<file path="config.mk">
export PLATFORM = sky130hd
export DESIGN_NAME = csa_accumulator
export DESIGN_NICKNAME = d
export VERILOG_FILES = /design/src/rtl/csa_pkg.sv /design/src/rtl/csa.sv /design/src/rtl/csa_accumulator.sv
export SDC_FILE = /design/constraint.sdc
export NUM_CORES = 1
export LEC_CHECK = 0
export BUFFER_PORTS_ARGS = -buffer_cell sky130_fd_sc_hd__buf_4
export CAP_MARGIN = 20
export CORE_ASPECT_RATIO = 0.6
export CORE_MARGIN = 1.5
export CORE_UTILIZATION = 30
export CTS_CLUSTER_SIZE = 16
export DETAILED_ROUTE_END_ITERATION = 7
export PLACE_DENSITY_LB_ADDON = 0.12
export SYNTH_ARGS = -nofsm -noshare
export SYNTH_HDL_FRONTEND = slang
export SYNTH_SLANG_ARGS = --single-unit
</file>
<file path="constraint.sdc">
create_clock -name clk -period 2.1 [get_ports clk]
set_input_delay 0.63 -clock clk [delete_from_list [all_inputs] [get_ports clk]]
set_output_delay 0.63 -clock clk [all_outputs]
set_load 0.01 [all_outputs]
</file>
<file path="src/rtl/csa_pkg.sv">
// csa_pkg: shared definitions for the carry-save accumulator.
//   state_t   : accumulator FSM states (ACCUM, RESOLVE, DONE)
//   STATE_RST : FSM state entered on reset
//   FLAG_RST  : reset value of single-bit flags (sat, out_valid, out_sat)
package csa_pkg;

  typedef enum logic [1:0] {
    ACCUM   = 2'd0,
    RESOLVE = 2'd1,
    DONE    = 2'd2
  } state_t;

  localparam state_t STATE_RST = ACCUM;
  localparam logic   FLAG_RST  = 1'b0;

endpackage : csa_pkg

</file>
<file path="src/rtl/csa.sv">
// csa: width-bit 3:2 carry-save compressor.
//   op1, op2, op3 : input  [width-1:0] operands
//   sum           : output [width-1:0] bitwise sum (xor of the three operands)
//   carry         : output [width-1:0] bitwise majority, NOT yet shifted;
//                   the user weights it by 2 (shifts left) when consuming it.
module csa #(
  parameter int width = 16
) (
  input  logic [width-1:0] op1,
  input  logic [width-1:0] op2,
  input  logic [width-1:0] op3,
  output logic [width-1:0] sum,
  output logic [width-1:0] carry
);

  assign sum   = op1 ^ op2 ^ op3;
  assign carry = (op1 & op2) | (op1 & op3) | (op2 & op3);

endmodule : csa

</file>
<file path="src/rtl/csa_accumulator.sv">
// csa_accumulator: sums a group of operands in carry-save form and presents
// the resolved group sum, operand count and saturation flag on a
// valid/ready output.
//   clk, rst             : clock, synchronous active-high reset
//   in_valid/in_ready    : operand handshake; in_data operand, in_last ends group
//   out_valid/out_ready  : result handshake
//   out_sum              : group sum modulo 2^WIDTH
//   out_count, out_sat   : saturating operand count and its sticky saturation flag
module csa_accumulator
  import csa_pkg::*;
#(
  parameter int WIDTH = 16,
  parameter int CNT_W = 8
) (
  input  logic             clk,
  input  logic             rst,
  input  logic             in_valid,
  output logic             in_ready,
  input  logic [WIDTH-1:0] in_data,
  input  logic             in_last,
  output logic             out_valid,
  input  logic             out_ready,
  output logic [WIDTH-1:0] out_sum,
  output logic [CNT_W-1:0] out_count,
  output logic             out_sat
);

  localparam logic [CNT_W-1:0] CNT_MAX = {CNT_W{1'b1}};
  localparam logic [CNT_W-1:0] CNT_ONE = {{(CNT_W-1){1'b0}}, 1'b1};

  state_t           state_r, state_nx_s;
  logic [WIDTH-1:0] s_r, c_r;
  logic [CNT_W-1:0] cnt_r;
  logic             sat_r;

  logic [WIDTH-1:0] c_shift_s, csa_sum_s, csa_carry_s, resolve_s;
  logic [CNT_W-1:0] cnt_inc_s;
  logic             accept_s;

  // C is stored unshifted; its MSB drops out here, keeping all math mod 2^WIDTH.
  assign c_shift_s = {c_r[WIDTH-2:0], 1'b0};
  assign in_ready  = (state_r == ACCUM);
  assign accept_s  = in_valid && in_ready;
  assign cnt_inc_s = (cnt_r == CNT_MAX) ? cnt_r : (cnt_r + CNT_ONE);
  assign resolve_s = s_r + c_shift_s;

  csa #(.width(WIDTH)) u_csa (
    .op1   (s_r),
    .op2   (c_shift_s),
    .op3   (in_data),
    .sum   (csa_sum_s),
    .carry (csa_carry_s)
  );

  // FSM state register.
  always_ff @(posedge clk) begin
    if (rst) begin
      state_r <= STATE_RST;
    end else begin
      state_r <= state_nx_s;
    end
  end

  // FSM next-state logic.
  always_comb begin
    state_nx_s = state_r;
    case (state_r)
      ACCUM: begin
        if (accept_s && in_last) begin
          state_nx_s = RESOLVE;
        end else begin
          state_nx_s = ACCUM;
        end
      end
      RESOLVE: state_nx_s = DONE;
      DONE: begin
        if (out_ready) begin
          state_nx_s = ACCUM;
        end else begin
          state_nx_s = DONE;
        end
      end
      default: state_nx_s = STATE_RST;
    endcase
  end

  // Datapath: carry-save accumulation, result capture and group clear.
  always_ff @(posedge clk) begin
    if (rst) begin
      s_r       <= '0;
      c_r       <= '0;
      cnt_r     <= '0;
      sat_r     <= FLAG_RST;
      out_sum   <= '0;
      out_count <= '0;
      out_sat   <= FLAG_RST;
      out_valid <= FLAG_RST;
    end else begin
      case (state_r)
        ACCUM: begin
          if (accept_s) begin
            s_r   <= csa_sum_s;
            c_r   <= csa_carry_s;
            cnt_r <= cnt_inc_s;
            // Sticky: once the count pins at max it never clears mid-group.
            sat_r <= sat_r | (cnt_inc_s == CNT_MAX);
          end
        end
        RESOLVE: begin
          out_sum   <= resolve_s;
          out_count <= cnt_r;
          out_sat   <= sat_r;
          out_valid <= 1'b1;
        end
        DONE: begin
          if (out_ready) begin
            out_valid <= 1'b0;
            s_r       <= '0;
            c_r       <= '0;
            cnt_r     <= '0;
            sat_r     <= FLAG_RST;
          end
        end
        default: begin
          out_valid <= FLAG_RST;
        end
      endcase
    end
  end

endmodule : csa_accumulator
</file>
==> results of run 1 <==
[path summary, 6_finish.rpt]
kind / cells after the start / startpoint / endpoint
worst min-delay path: 2 / out_sum[3] / out_sum[3]
worst max register to register: 9 / c_r[0] / out_sum[13]
worst min register to register: 2 / out_sum[3] / out_sum[3]
worst max-delay path: 9 / c_r[0] / out_sum[13]
[cell type report]
type                    instances  area share [%]
repair buffers                 66           11.08
clock inverters                 4           2.075
flip-flops and latches         68           29.76
multi-input cells             307           46.63
well taps                     160           4.368
clock buffers                  12           5.597
inverters                       6          0.4914
[sequential cells by signal, indices dropped and copies added (netlist names)]
name	flops
c_r	15
cnt_r	8
out_count	8
out_sat	1
out_sum	16
out_valid	1
s_r	16
sat_r	1
state_r	2
[power groups by stage]
stage / clock, mW / combinational (mW) / sequential (mW)
after CTS: 1.84 / 0.403 / 1.39
final: 1.80 / 0.402 / 1.39
after global placement: 0 / 0.392 / 1.41
after detailed placement: 0 / 0.396 / 1.42
after global routing: 1.90 / 0.457 / 1.40
after floorplan: 0 / 0.249 / 1.41
[layout by cell type, fill, tap and decap left out, types with 3 or more instances in the layout]
cell and n:
o21a_1 3, a211oi_1 5, nor2b_1 3, a21oi_1 34
a21o_1 6, ha_1 14, xnor2_1 4, nand3_1 10
a22oi_1 31, clkbuf_16 9, a31oi_1 6, nand3b_1 3
nor2_1 50, a211o_1 3, and3_1 5, nor3_1 5
o21ai_0 11, nand2_1 44, o21bai_1 3, nand2b_1 3
o21ai_1 3, fa_1 14, inv_1 5, buf_4 65
bufinv_16 3, mux2i_1 4, and2_1 3, dfxtp_1 66
[kinds of logic after synthesis]
group / after synthesis / synth area share, %
and+or+nand+nor: 142 / 18.46
muxes: 4 / 1.108
xor gates and xnor gates: 6 / 1.454
buffers and inverters: 36 / 4.363
adders and majority gates: 31 / 13.85
DFF: 68 / 37.67
AOI/OAI and AO/OA: 124 / 23.10
[timing repair]
action | 4_1_cts | 5_1_grt
pin swaps | 2 | 5
gates resized for setup | 3 | 11
gates cloned | 0 | 0
endpoints found under the hold margin | 0 | 0
endpoints found under the setup margin | 2 | 6
[worst max-delay path: stages, from the launching register on]
cell and delay (ns):
dfxtp_2 0.35, ha_4 0.14, inv_2 0.04, fa_2 0.36
nand2b_4 0.16, a21oi_4 0.15, o31a_1 0.26, a41oi_2 0.14
mux2i_1 0.14, a31o_1 0.18
[metal layers]
| layer | GRT usage [%] | routed length [microns] | up-vias |
|---|---|---|---|
| met5 | 0 | 0 | - |
| met3 | 4.538 | 447 | 9 |
| met4 | 5.234 | 117 | 0 |
| li1 | - | - | 1571 |
| met2 | 21.14 | 3581 | 58 |
| met1 | 24.01 | 5255 | 1463 |
[per-stage QoR]
stage,cells,power (mW)
after floorplan,411,1.660
final,623,3.593
after global routing,623,3.755
after detailed placement,607,1.813
after CTS,623,3.633
after global placement,607,1.807
==> results.toml, run 1 <==
[routing]
wl_per_cell_microns = 15.09
viasPerCell = 4.978
drtIter0Drc = 145
ant_nets = 0
vias = 3101
wirelength_microns = 9402
dr.pass1.iters = 4
drc = 0

[placed_design]
place_ws_ns = -0.06884
io_buffers = 47
dp_hpwl_microns = 6808
routabilityCongestion = 0.7923
postPlaceCellArea_sq_um = 4187

[power]
p_seq_share_pct = 38.7
leakagePower_nw = 1.858
pwr-share-clk_pct = 50.1
vdd_drop_max_v = 0.0003703
switching_share_pct = 23.83
powerDensity_nw_per_um2 = 784.0
internal-power_mw = 2.737
p_comb_share_pct = 11.2
p_sw_mw = 0.8561

[cts]
post-cts-setup-buffers = 0
clk_latency_ns = 0.34
cts_max_level = 3
cts_hold_buf = 0
clkTransAtPathRegs_ns = 0.06
cts_root_buffer = "clkbuf_16"
cts_tree = "yes"
cts_buffers = 9
cts.sinks = 68
clockBufferDepth = 2

[timing]
worst_slack_ns = 0.07363
holdWs_ns = 0.4542
worst_pin_slew_ns = 0.5060
slew_violations = 0
max_slew_margin_pct = 66.27
setup_viol = 0
post-route-period-util_pct = 96.49
clock.fmax_ghz = 0.4935
rsz0062_at_grt = "yes"
fin_setup_tns_ns = 0
skew_ns = 0.007331
fin_crit_ns = 2.026
hold_viol = 0

[synth]
yosysSeqAreaShare_pct = 37.67
synth_top_area_share_pct = 37.67
ys_types = 58
synth.most_common_cell = "dfxtp_1"
synth_edf_count = 0
synth_area_leader_cell = "dfxtp_1"
syn_area_per_cell_sq_um = 8.792
syn_inst = 411
synth_seq_cells = 68
synthArstFlopShare_pct = 0
synth_commonest_cells = "dfxtp_1 (68), nor2_1 (50), nand2_1 (44)"
synth_ff_type = "dfxtp_1"
synth_area_sq_um = 3613
syn_nets = 463
yosys_warnings = 0
synthTopCellsByArea = "dfxtp_1 (38%), fa_1 (8.3%), a22oi_1 (6.4%), ha_1 (5.5%), nor2_1 (5.2%)"

[floorplanning]
ios = 48
dieArea_sq_um = 12730
die_h_microns = 88.01
die_w_microns = 144.7
core_area_sq_um = 11520
start_util_pct = 31.36
rows = 30

[worst_setup_path]
crit_fanout = 4
worstSetupPathType = "reg2reg"
critPathCaptureType = "flip-flop"
start_kind = "flip-flop"
reg2reg_slack_ns = 0.07
cp.arrival_ns = 2.25
crit_required_ns = 2.33

[grt]
grt_pass1_wl_microns = 15280
grt_pass1_vias = 2943
gr-total-overflow = 0
antenna_found_initial = 0
grt_max_degree = 34
grt_usage_pct = 15.87

[layout]
area_growth_pct = 26.84
multi_input_area_sq_um = 2137
num-fill-cells = 1194
final_area_sq_um = 4583
layout-drive-gt1-share_pct = 20.73
finalNetCount = 510
seq_area_sq_um = 1364
antenna_cells = 0
fin_util_pct = 39.77

[flow_run]
max_cap_violations = 0

[run_status]
outcome = "completed"

[hold_path]
worstHoldPathType = "reg2reg"
No activity file was read; power rests on OpenSTA's default activity.
==> run 2, diff against run 1 <==
RECOVER_POWER = 100   (was default)
==> results.toml, run 2 (synthesis gave the netlist of run 1 again) <==
[power]
vdd_drop_max_v = 0.0003774
powerDensity_nw_per_um2 = 800.0
totalPowerFinal_mw = 3.584
leakagePower_nw = 1.743

[worst_setup_path]
cp.arrival_ns = 2.26
crit_path_end = "out_sum[13]"
r2r-start = "c_r[0]"
rr_endpoint = "out_sum[13]"
crit_fanout = 4
cp-startpoint = "c_r[0]"
start_kind = "flip-flop"
r2r_cells = 9
reg2reg_slack_ns = 0.07
critPathCaptureType = "flip-flop"
worstSetupPathType = "reg2reg"
crit_required_ns = 2.33

[layout]
area_growth_pct = 23.96
reg.largest.list = "out_sum (16), s_r (16), c_r (15)"
multi_input_area_sq_um = 2137
antenna_cells = 0
mostFrequentLayoutCells = "dfxtp_1 (66), nor2_1 (50), nand2_1 (44)"
layout_commonest_cell = "dfxtp_1"
num-fill-cells = 1213
layout-drive-gt1-share_pct = 14.90
finalNetCount = 510
fin_util_pct = 38.87
seq_area_sq_um = 1364

[floorplanning]
die_w_microns = 144.7
start_util_pct = 31.36
die_h_microns = 88.01
rows = 30
dieArea_sq_um = 12730
ios = 48
core_area_sq_um = 11520

[grt]
gr-total-overflow = 0
antenna_found_initial = 0
grt_max_degree = 34
grt_pass1_wl_microns = 15280
grt_usage_pct = 15.87
grt_pass1_vias = 2943

[cts]
cts_tree = "yes"
cts_max_level = 3
cts_hold_buf = 0
cts.sinks = 68
cts_buffers = 9
clkTransAtPathRegs_ns = 0.06
clockBufferDepth = 2
cts_root_buffer = "clkbuf_16"
clk_latency_ns = 0.34

[timing]
post-route-period-util_pct = 96.50
hold_viol = 0
skew_ns = 0.007940
rsz0062_at_grt = "yes"
max_slew_margin_pct = 50.02
worst_pin_slew_ns = 0.7493
setup_viol = 0
slew_violations = 0
fin_crit_ns = 2.027
clock.fmax_ghz = 0.4935

[routing]
viasPerCell = 4.966
drc = 0
ant_nets = 0
drtIter0Drc = 148
vias = 3094
wirelength_microns = 9520
dr.pass1.iters = 4
wl_per_cell_microns = 15.28

[hold_path]
worstHoldPathType = "reg2reg"
min_from = "out_sum[3]"

[placed_design]
dp_hpwl_microns = 6808
io_buffers = 47
routabilityCongestion = 0.7923

[run_status]
outcome = "completed"

[flow_run]
max_cap_violations = 0
==> run 2: cell count changes in the layout (fill, tap and decap cells not counted) <==
cell	previous run	this run
clkbuf_4	0	1
buf_4	65	36
o21ai_1	3	2
o21ai_0	11	12
clkbuf_2	0	1
clkbuf_1	1	28
and2_1	3	2
and2_0	0	1
==> run 2: cell type report <==
class	instances	area share (%)
multi-input combinational	307	47.71
sequential	68	30.45
timing repair buffer	66	9.022
clock buffer	12	5.726
tap	160	4.469
clock inverter	4	2.123
inverter	6	0.5028
==> run 2: metrics by stage <==
step | hold WS (ns) | setup slack [ns] | cell area, sq um | std cells | TNS [ns]
after CTS | 0.4574 | 0.007747 | 4556 | 623 | 0
after global routing | 0.4702 | -0.008757 | 4479 | 623 | -0.008757
after detailed placement | 0.4499 | -0.06884 | 4187 | 607 | -0.1274
after floorplan | 0.4321 | 0.04022 | 3613 | 411 | 0
after global placement | 0.4429 | -0.003806 | 4187 | 607 | -0.003806
final | 0.4534 | 0.07349 | 4479 | 623 | 0
==> run 2: repair_timing <==
action	4_1_cts	5_1_grt
pin swaps	2	5
setup endpoints to repair	2	6
setup buffers	0	0
resized for setup	3	11
==> run 2: critical path, cell delays in order (launching register included) <==
cell and delay (ns):
dfxtp_2 0.35, ha_4 0.14, inv_2 0.04, fa_2 0.36, nand2b_4 0.16, a21oi_4 0.15, o31a_1 0.26, a41oi_2 0.14
mux2i_1 0.14, a31o_1 0.18
==> run 2: how the worst min path moves through the flow <==
stage,cells after the start,to,slack [ns]
floorplan,2,out_sat,0.43
global placement,2,out_sum[3],0.44
detailed placement,2,out_sat,0.45
CTS,2,out_sat,0.46
global route,2,out_sat,0.47
finish,2,out_sum[3],0.45
==> run 2: layer usage <==
metal | global-route usage [%] | up-vias | share of wire [%]
met4 | 5.234 | 0 | 0.68
met5 | 0 | - | 0
met1 | 24.01 | 1471 | 57
met3 | 4.538 | 7 | 4.5
li1 | - | 1570 | -
met2 | 21.14 | 46 | 38
==> run 2: power by group <==
group          internal [mW]  total, mW  switching (mW)
clock network           1.22       1.80           0.577
registers               1.34       1.39          0.0503
logic                  0.164      0.393           0.229
total                   2.73       3.58           0.856
